$ cat src/rtl/fp_pkg.sv
// Shared constants, mantissa bit positions and state encoding for the
// FP normalise/round stage.
package fp_pkg;

  localparam int EXP_W  = 8;
  localparam int FRAC_W = 23;
  localparam int BIAS   = (1 << (EXP_W - 1)) - 1;

  // Internal mantissa layout: carry, hidden, fraction, guard, round, sticky
  localparam int MANT_W      = FRAC_W + 5;
  localparam int MANT_CARRY  = FRAC_W + 4;
  localparam int MANT_HIDDEN = FRAC_W + 3;
  localparam int MANT_LSB    = 3;
  localparam int MANT_G      = 2;
  localparam int MANT_R      = 1;
  localparam int MANT_S      = 0;

  typedef enum logic [1:0] {
    ST_IDLE  = 2'd0,
    ST_NORM  = 2'd1,
    ST_ROUND = 2'd2,
    ST_OUT   = 2'd3
  } state_t;

  // Positive infinity; the sign bit is substituted on overflow
  localparam logic [EXP_W+FRAC_W:0] POS_INF = {1'b0, {EXP_W{1'b1}}, {FRAC_W{1'b0}}};

endpackage

$ cat src/rtl/fp_rne_round.sv
// Round-to-nearest-even on a normalised (or subnormal-floor) mantissa,
// then exponent encode, overflow saturation and packing. Purely combinational.
module fp_rne_round #(
  parameter int EXP_W  = fp_pkg::EXP_W,
  parameter int FRAC_W = fp_pkg::FRAC_W
) (
  input  logic                    sign,
  input  logic [EXP_W+1:0]        exp_in,
  input  logic [FRAC_W+3:0]       mant,      // hidden..sticky; carry bit is always clear here
  output logic [EXP_W+FRAC_W:0]   result,
  output logic                    overflow,
  output logic                    inexact
);
  import fp_pkg::*;

  localparam logic [EXP_W+1:0] EXP_INC = {{(EXP_W+1){1'b0}}, 1'b1};
  localparam logic [EXP_W+1:0] EXP_MAX = {2'b00, {EXP_W{1'b1}}};

  logic                 inc;
  logic [FRAC_W+1:0]    sum;
  logic                 hidden;
  logic [FRAC_W-1:0]    frac;
  logic [EXP_W+1:0]     exp_r;
  logic [EXP_W+1:0]     enc;

  // Increment, renormalise a rounding carry, encode and saturate
  always_comb begin
    inc = mant[MANT_G] & (mant[MANT_R] | mant[MANT_S] | mant[MANT_LSB]);
    sum = {1'b0, mant[FRAC_W+3:MANT_LSB]} + {{(FRAC_W+1){1'b0}}, inc};
    if (sum[FRAC_W+1]) begin
      // 1.111..1 rounded up to 10.000..0: mantissa becomes 1.000, exponent bumps
      hidden = 1'b1;
      frac   = '0;
      exp_r  = exp_in + EXP_INC;
    end else begin
      hidden = sum[FRAC_W];
      frac   = sum[FRAC_W-1:0];
      exp_r  = exp_in;
    end
    // Without the hidden bit the value is subnormal and encodes with exponent 0
    enc      = hidden ? exp_r : '0;
    inexact  = mant[MANT_G] | mant[MANT_R] | mant[MANT_S];
    overflow = 1'b0;
    result   = {sign, enc[EXP_W-1:0], frac};
    if (enc >= EXP_MAX) begin
      overflow = 1'b1;
      result   = {sign, {EXP_W{1'b1}}, {FRAC_W{1'b0}}};
    end
  end

endmodule

$ cat src/rtl/fp_norm_round.sv
// Post-adder stage: iterative 1-bit normalisation, RNE rounding and
// IEEE-754 packing behind valid/ready handshakes on both sides.
module fp_norm_round #(
  parameter int EXP_W  = fp_pkg::EXP_W,
  parameter int FRAC_W = fp_pkg::FRAC_W
) (
  input  logic                   clk,
  input  logic                   rst_n,
  input  logic                   in_valid,
  output logic                   in_ready,
  input  logic                   in_sign,
  input  logic [EXP_W:0]         in_exp,
  input  logic [FRAC_W+4:0]      in_mant,
  output logic                   out_valid,
  input  logic                   out_ready,
  output logic [EXP_W+FRAC_W:0]  out_result,
  output logic                   out_overflow,
  output logic                   out_inexact
);
  import fp_pkg::*;

  localparam int M_W    = FRAC_W + 5;
  localparam int CARRY  = FRAC_W + 4;
  localparam int HIDDEN = FRAC_W + 3;
  localparam logic [EXP_W+1:0] EXP_ONE = {{(EXP_W+1){1'b0}}, 1'b1};

  state_t                  state_q, state_d;
  logic                    sign_q, sign_d;
  logic [EXP_W+1:0]        exp_q, exp_d;
  logic [M_W-1:0]          mant_q, mant_d;
  logic                    out_valid_q, out_valid_d;
  logic [EXP_W+FRAC_W:0]   out_result_q, out_result_d;
  logic                    out_overflow_q, out_overflow_d;
  logic                    out_inexact_q, out_inexact_d;

  logic [EXP_W+FRAC_W:0]   rnd_result;
  logic                    rnd_overflow;
  logic                    rnd_inexact;

  fp_rne_round #(.EXP_W(EXP_W), .FRAC_W(FRAC_W)) u_round (
    .sign     (sign_q),
    .exp_in   (exp_q),
    .mant     (mant_q[HIDDEN:0]),
    .result   (rnd_result),
    .overflow (rnd_overflow),
    .inexact  (rnd_inexact)
  );

  assign in_ready     = (state_q == ST_IDLE);
  assign out_valid    = out_valid_q;
  assign out_result   = out_result_q;
  assign out_overflow = out_overflow_q;
  assign out_inexact  = out_inexact_q;

  // Next-state logic: capture, one normalisation step per cycle, round, hand off
  always_comb begin
    state_d        = state_q;
    sign_d         = sign_q;
    exp_d          = exp_q;
    mant_d         = mant_q;
    out_valid_d    = out_valid_q;
    out_result_d   = out_result_q;
    out_overflow_d = out_overflow_q;
    out_inexact_d  = out_inexact_q;
    case (state_q)
      ST_IDLE: begin
        if (in_valid) begin
          sign_d = in_sign;
          exp_d  = {1'b0, in_exp};
          mant_d = in_mant;
          if (in_mant == '0) begin
            // Exact zero skips normalisation entirely
            out_result_d   = {in_sign, {(EXP_W+FRAC_W){1'b0}}};
            out_overflow_d = 1'b0;
            out_inexact_d  = 1'b0;
            out_valid_d    = 1'b1;
            state_d        = ST_OUT;
          end else begin
            state_d = ST_NORM;
          end
        end
      end
      ST_NORM: begin
        if (mant_q[CARRY]) begin
          // Fold the dropped round bit into sticky on the way out
          mant_d  = {1'b0, mant_q[M_W-1:2], mant_q[MANT_R] | mant_q[MANT_S]};
          exp_d   = exp_q + EXP_ONE;
          state_d = ST_ROUND;
        end else if (!mant_q[HIDDEN] && (exp_q > EXP_ONE)) begin
          mant_d = {mant_q[M_W-2:0], 1'b0};
          exp_d  = exp_q - EXP_ONE;
        end else begin
          state_d = ST_ROUND;
        end
      end
      ST_ROUND: begin
        out_result_d   = rnd_result;
        out_overflow_d = rnd_overflow;
        out_inexact_d  = rnd_inexact;
        out_valid_d    = 1'b1;
        state_d        = ST_OUT;
      end
      ST_OUT: begin
        if (out_ready) begin
          out_valid_d = 1'b0;
          state_d     = ST_IDLE;
        end
      end
      default: state_d = ST_IDLE;
    endcase
  end

  // State and output registers, cleared asynchronously
  always_ff @(posedge clk or negedge rst_n) begin
    if (!rst_n) begin
      state_q        <= ST_IDLE;
      sign_q         <= 1'b0;
      exp_q          <= '0;
      mant_q         <= '0;
      out_valid_q    <= 1'b0;
      out_result_q   <= '0;
      out_overflow_q <= 1'b0;
      out_inexact_q  <= 1'b0;
    end else begin
      state_q        <= state_d;
      sign_q         <= sign_d;
      exp_q          <= exp_d;
      mant_q         <= mant_d;
      out_valid_q    <= out_valid_d;
      out_result_q   <= out_result_d;
      out_overflow_q <= out_overflow_d;
      out_inexact_q  <= out_inexact_d;
    end
  end

endmodule
$ cat config.mk
export PLATFORM = sky130hd
export DESIGN_NAME = fp_norm_round
export DESIGN_NICKNAME = d
export VERILOG_FILES = /design/src/rtl/fp_pkg.sv /design/src/rtl/fp_rne_round.sv /design/src/rtl/fp_norm_round.sv
export SDC_FILE = /design/constraint.sdc
export NUM_CORES = 1
export LEC_CHECK = 0
export BUFFER_PORTS_ARGS = -buffer_cell sky130_fd_sc_hd__buf_2
export CAP_MARGIN = 20
export CORE_MARGIN = 2
export CORE_UTILIZATION = 45
export CTS_BUF_LIST = sky130_fd_sc_hd__clkbuf_8
export DETAILED_ROUTE_END_ITERATION = 8
export GPL_ROUTABILITY_DRIVEN = 0
export PLACE_DENSITY = 0.77
export SLEW_MARGIN = 20
export SYNTH_ARGS = -nofsm -noshare
export SYNTH_HDL_FRONTEND = slang
export SYNTH_SLANG_ARGS = --single-unit
$ cat constraint.sdc
create_clock -name clk -period 2.5 [get_ports clk]
set_input_delay 0.5 -clock clk [delete_from_list [all_inputs] [get_ports clk]]
set_output_delay 0.5 -clock clk [all_outputs]
set_load 0.05 [all_outputs]
==> impl_metrics.yaml, run 1 <==
sta:
  finalSetupViolCount: 0
  grt_setup_unrepaired: "yes"
  slew_headroom_pct: 63.45
  holdWs_ps: 55.97
  hold_violations: 0
  tightest_slew_ps: 548.2
  finalCritPeriodShare_pct: 93.15
  finClkSkew_ps: 11.46
  fin_crit_ps: 2329
  final_max_slew_viol_count: 0
  fmax_mhz: 429.4
  setup_ws_ps: 171.3
run:
  cap_viol_max_count: 0
cts:
  cts-htree-levels: 3
  numCtsBuffers: 9
  cts_hold_buf: 0
  clk_pin_slew_ps: 80
  clk-insertion-delay-late_ps: 360
  cts_sinks: 76
  clk_path_buf_depth: 2
  cts_tree: "yes"
  root_buffer: "clkbuf_8"
global_route:
  antenna_found_initial: 0
  grt_pass1_vias: 4319
  grt_pass1_wl_um: 21310
  grt_max_degree: 51
  gr-usage-all-layers_pct: 23.33
  grt_overflow_total: 0
setup_path:
  arrival_ps: 2550
  start_kind: "register"
  crit_path_frequent_cell: "buf_4"
  max_stage_delay_ps: 460
  worstPathRequired_ps: 2720
  critical_path_class: "register to register"
  critPathMaxFanout: 38
  crit_chain: "or3_1 > nor4_1 > buf_4 > a21o_1 > nand2_1 > o211ai_1 > buf_4 > o21ai_0"
  crit_slowest_cell: "or3_1"
  endpoint_kind: "register"
die:
  die_h_um: 106.9
  std_cell_rows: 37
  boundaryPins: 78
  core_um2: 10320
  die_w_um: 106.9
  die_area_um2: 11420
  initial_core_util_pct: 46.14
detailed_routing:
  vias_per_cell: 6.033
  wire_per_inst_um: 16.80
  drtPass1Iterations: 8
  routed-via-count: 4772
  ant_nets: 0
  drt-total-wl_um: 13290
  drt_iter0_drc: 588
  drc: 0
placed_design:
  portBuffers: 77
  hpwl_um: 9626
  pre_cts_ws_ps: -272.8
  placed_area_um2: 5580
min_path:
  min_path_type: "input port to async pin"
finish:
  layout-drive-gt1-share_pct: 25.95
  antenna_cells: 0
  fin_nets: 702
  fill_cells: 913
  stdcell_area_um2: 5792
  synthToLayoutAreaGrowth_pct: 21.59
  layout_common_cells: "80 x nand2_1, 76 x dfrtp_1, 76 x buf_2, 66 x o21ai_0, 56 x buf_4"
  final_common_cell: "nand2_1"
yosys:
  async_flop_share_pct: 100.0
  synth_seq_cells: 76
  synth_edf_count: 0
  syn_avg_cell_area_um2: 8.521
  synth.distinct_cells: 53
  synth_ff_type: "dfrtp_1"
  synthCells: 559
  synth_fp_nets: 609
  ys_seq_area_share_pct: 39.93
  synth_warnings: 0
  netlist_area_um2: 4763
power_and_ir_drop:
  p_leak_nw: 2.536
  peakVddDrop_mv: 0.5224
  power.density_nw_per_um2: 1368
  p_total_w: 0.007924
run_status:
  status: "completed"
Yosys cell counts, types with 2 or more instances:
master	number	area share, %
a211oi_1	4	0.63
a21o_1	4	0.63
a21oi_1	23	2.4
a222oi_1	26	5.5
a22o_1	6	1.1
a22oi_1	15	2.4
and3_1	4	0.53
and4_1	3	0.55
buf_2	17	1.8
buf_4	2	0.32
buf_6	2	0.47
clkbuf_1	30	2.4
clkbuf_2	2	0.21
dfrtp_1	76	40
ha_1	8	2.1
inv_1	13	1.0
mux2_2	3	0.71
mux2i_1	4	0.84
nand2_1	80	6.3
nand2b_1	2	0.26
nand3_1	16	1.7
nand3b_1	2	0.32
nand4_1	9	1.2
nor2_1	33	2.6
nor2b_1	2	0.26
nor3_1	19	2.0
nor4_1	9	1.2
o211ai_1	3	0.47
o21ai_0	66	6.9
o21ai_1	5	0.53
o221ai_1	2	0.37
o22ai_1	2	0.26
o31ai_1	8	1.3
o31ai_2	3	0.79
o32ai_1	2	0.37
or2_2	2	0.26
or3_1	5	0.66
xnor2_1	24	4.4
xor2_1	9	1.7
state kept, by name (all words and copies together) (netlist names):
| signal | count |
|---|---|
| out_inexact | 1 |
| out_result | 32 |
| out_overflow | 1 |
| out_valid | 1 |
| mant_q | 28 |
| sign_q | 1 |
| state_q | 2 |
| exp_q | 10 |
routing by layer:
layer | up-vias | routed length, um | track usage (%) | share of wire, %
li1 | 2235 | - | - | -
met1 | 2280 | 5621 | 31.67 | 42
met2 | 236 | 6407 | 37.67 | 48
met3 | 21 | 1011 | 4.012 | 7.6
met4 | 0 | 248 | 8.256 | 1.9
met5 | - | 0 | 0 | 0
per-stage QoR:
step / util, % / instances / TNS [ps]
5_1_grt: 56.10 / 791 / -0.4168
2_1_floorplan: - / 559 / 0
6_report: 56.10 / 791 / 0
3_5_place_dp: 54.05 / 777 / -4511
3_3_place_gp: 54.05 / 777 / -2553
4_1_cts: 55.90 / 791 / 0
kinds of logic (layout without fill, tap and decap cells):
logic type               Yosys count  count (layout)  share of synthesized area, %
AO/OA/AOI/OAI                    176             176                         24.82
XOR/XNOR                          33              33                         6.068
adder cells (fa/ha/maj)            8               8                         2.101
buffers and inverters             67             163                         6.252
flip-flops                        76              76                         39.93
multiplexers                       8               8                         2.023
AND/OR/NAND/NOR                  191             191                         18.81
critical path, delay by kind of cell, from the launching register on:
kind / cells / cell delay (ps)
buffers and inverters: 2 / 560
flip-flops: 1 / 430
AO/OA/AOI/OAI: 3 / 460
AND/OR/NAND/NOR: 3 / 730
worst paths after layout:
check / from / slack, ps / cells past startpoint / end
setup / recovery: exp_q[3] / 170 / 8 / mant_q[9]
hold / removal: rst_n / 60 / 1 / exp_q[3]
setup reg to reg: exp_q[3] / 170 / 8 / mant_q[9]
hold reg to reg: out_result[31] / 470 / 2 / out_result[31]
max in group asynchronous: rst_n / 1860 / 2 / mant_q[4]
min in group clk: in_mant[0] / 430 / 3 / mant_q[0]
report_power, final:
part | internal (W) | switching [W]
Combinational | 0.00158 | 0.00298
Clock | 0.000500 | 0.000447
Sequential | 0.00180 | 0.000615
final cells by class:
type | instances | area (um2) | area share [%]
multi-input combinational | 416 | 2600 | 44.89
clock buffer | 11 | 151.4 | 2.614
tap | 136 | 170.2 | 2.938
timing repair buffer | 136 | 880.8 | 15.21
sequential | 76 | 1902 | 32.84
clock inverter | 3 | 38.79 | 0.6697
inverter | 13 | 48.80 | 0.8425
repair_timing:
item                                    4_1_cts  5_1_grt
resized for setup                             0        5
buffers inserted                              0        0
hold endpoints to repair                      0        0
endpoints found under the setup margin        0       11
(Power assumes the default switching activity.)
==> run 2, diff against run 1 <==
- clock period: 2.5 -> 2.11 ns (I/O delays scaled with it)
==> run 2 against run 1 <==
Against the previous run: the run now ends with DRC, setup timing left; clock power rose by 32%; clock skew fell by 1.7 ps; critical path depth up 2; cell area grew 16%; via count grew 8.7%; sequential share of layout area fell by 4.4 points; worst hold slack gained 16 ps; final cell count is 9.6% higher; largest cell class unchanged.
==> impl_metrics.yaml, run 2 (synthesized netlist as in run 1, its figures left out) <==
cts:
  cts_tree: "yes"
  numCtsBuffers: 9
  clk_pin_slew_ps: 80
  clk-insertion-delay-late_ps: 370
  root_buffer: "clkbuf_8"
  clk_path_buf_depth: 2
  cts-htree-levels: 3
  cts_sinks: 76
placed_design:
  hpwl_um: 10190
  portBuffers: 77
  pre_cts_ws_ps: -486.6
die:
  die_area_um2: 11420
  die_w_um: 106.9
  initial_core_util_pct: 46.14
  std_cell_rows: 37
  die_h_um: 106.9
  boundaryPins: 78
  core_um2: 10320
finish:
  final_common_cell: "buf_4"
  synthToLayoutAreaGrowth_pct: 40.64
  fill_cells: 776
  multi_input_area_um2: 2834
  antenna_cells: 0
  fin_nets: 776
  layout-drive-gt1-share_pct: 39.12
  register_area_um2: 1903
  layout_common_cells: "119 x buf_4, 78 x nand2_1, 76 x buf_2, 75 x dfrtp_1, 46 x o21ai_0"
  largest_register_ffs: 32
sta:
  final_max_slew_viol_count: 0
  holdWs_ps: 71.74
  hold_violations: 0
  slew_headroom_pct: 54.85
  fin_crit_ps: 2171
  setup_tns_ps: -379.4
  setup_ws_ps: -60.55
  finClkSkew_ps: 9.724
  finalSetupViolCount: 17
  fmax_mhz: 460.7
  finalCritPeriodShare_pct: 102.9
  grt_setup_unrepaired: "yes"
  tightest_slew_ps: 677.3
detailed_routing:
  drt-total-wl_um: 15340
  drc: 14
  vias_per_cell: 5.980
  drtPass1Iterations: 9
  ant_nets: 0
  routed-via-count: 5185
  drt_iter0_drc: 834
  wire_per_inst_um: 17.69
setup_path:
  crit_slowest_cell: "o32a_1"
  worstPathRequired_ps: 2390
  timing.reg2reg.setup_slack_ps: -60
  max_stage_delay_ps: 390
  start_kind: "input port"
  critPathMaxFanout: 14
  arrival_ps: 2450
  crit_chain: "buf_2 > nor4_1 > buf_4 > nand4_1 > o32a_1 > or3_4 > buf_12 > nor3_1 > a21oi_1 > o31ai_2"
  endpoint_kind: "register"
  critical_path_class: "input port to register"
  r2r-start: "exp_q[0]"
  r2r_end: "out_result[1]"
  ff2ff_path_depth: 11
power_and_ir_drop:
  power.density_nw_per_um2: 1621
  p_leak_nw: 2.995
  peakVddDrop_mv: 0.7019
min_path:
  min_path_type: "input port to async pin"
run_status:
  status: "finished with violations"
  violations: "DRC, setup timing"
global_route:
  grt_overflow_total: 0
  gr-usage-all-layers_pct: 25.45
  grt_pass1_vias: 4764
  grt_pass1_wl_um: 23250
  grt_max_degree: 55
  antenna_found_initial: 0
run:
  cap_viol_max_count: 0
[run 2: cell types whose count changed in the layout (fill, tap and decap cells not counted), sizes merged]
cell      previous run  this run
clkinvlp             0         1
bufinv               1         2
buf                136       209
inv                 14        15
[run 2: repair_timing]
item,in CTS,in global routing
gates resized for setup,14,55
buffers inserted,0,11
endpoints found under the setup margin,50,67
gates cloned,1,3
pin swaps,2,11
hold buffers,0,0
[run 2: layer usage]
metal | GRT usage [%] | share of wire (%)
met5 | 0 | 0
met1 | 34.98 | 42
met4 | 7.699 | 2.6
met2 | 40.95 | 48
met3 | 4.742 | 7.6
[run 2: report_power, final]
| part | switching (W) | leakage (nW) | internal (W) | total, W |
|---|---|---|---|---|
| Combinational | 0.00432 | 1.90 | 0.00265 | 0.00697 |
| Sequential | 0.000503 | 0.982 | 0.00213 | 0.00264 |
| Clock | 0.000565 | 0.115 | 0.000688 | 0.00125 |
[run 2: worst max-delay path, delay by kind of cell]
kind            cells  cell delay (ps)
simple gates        4             1050
buf+inv             3              440
compound gates      3              550
[run 2: final cells by class]
cell class	instances	share of cell area, %
multi-input combinational	416	42.30
sequential	76	28.41
timing repair buffer	210	22.77
tap	136	2.540
clock buffer	10	2.055
clock inverter	6	1.195
inverter	13	0.7284
[run 2: how the worst max path moves through the flow]
stage | start | slack, ps | end
final | in_mant[26] | -60 | out_result[2]
after global placement | in_mant[26] | -360 | out_result[19]
after floorplan | state_q[1] | -140 | out_result[13]
after CTS | exp_q[3] | -0.4 | mant_q[0]
after global routing | exp_q[0] | -160 | out_result[1]
after detailed placement | in_mant[26] | -490 | out_result[13]
[run 2: stage by stage]
step	cell area, um2	cells	utilization [%]	total power [W]
6_report	6699	867	64.89	0.01086
5_1_grt	6699	867	64.89	0.01150
4_1_cts	6404	853	62.03	0.01014
3_5_place_dp	6118	836	59.27	0.008800
3_3_place_gp	6118	836	59.27	0.008579
2_1_floorplan	4893	559	-	0.006856
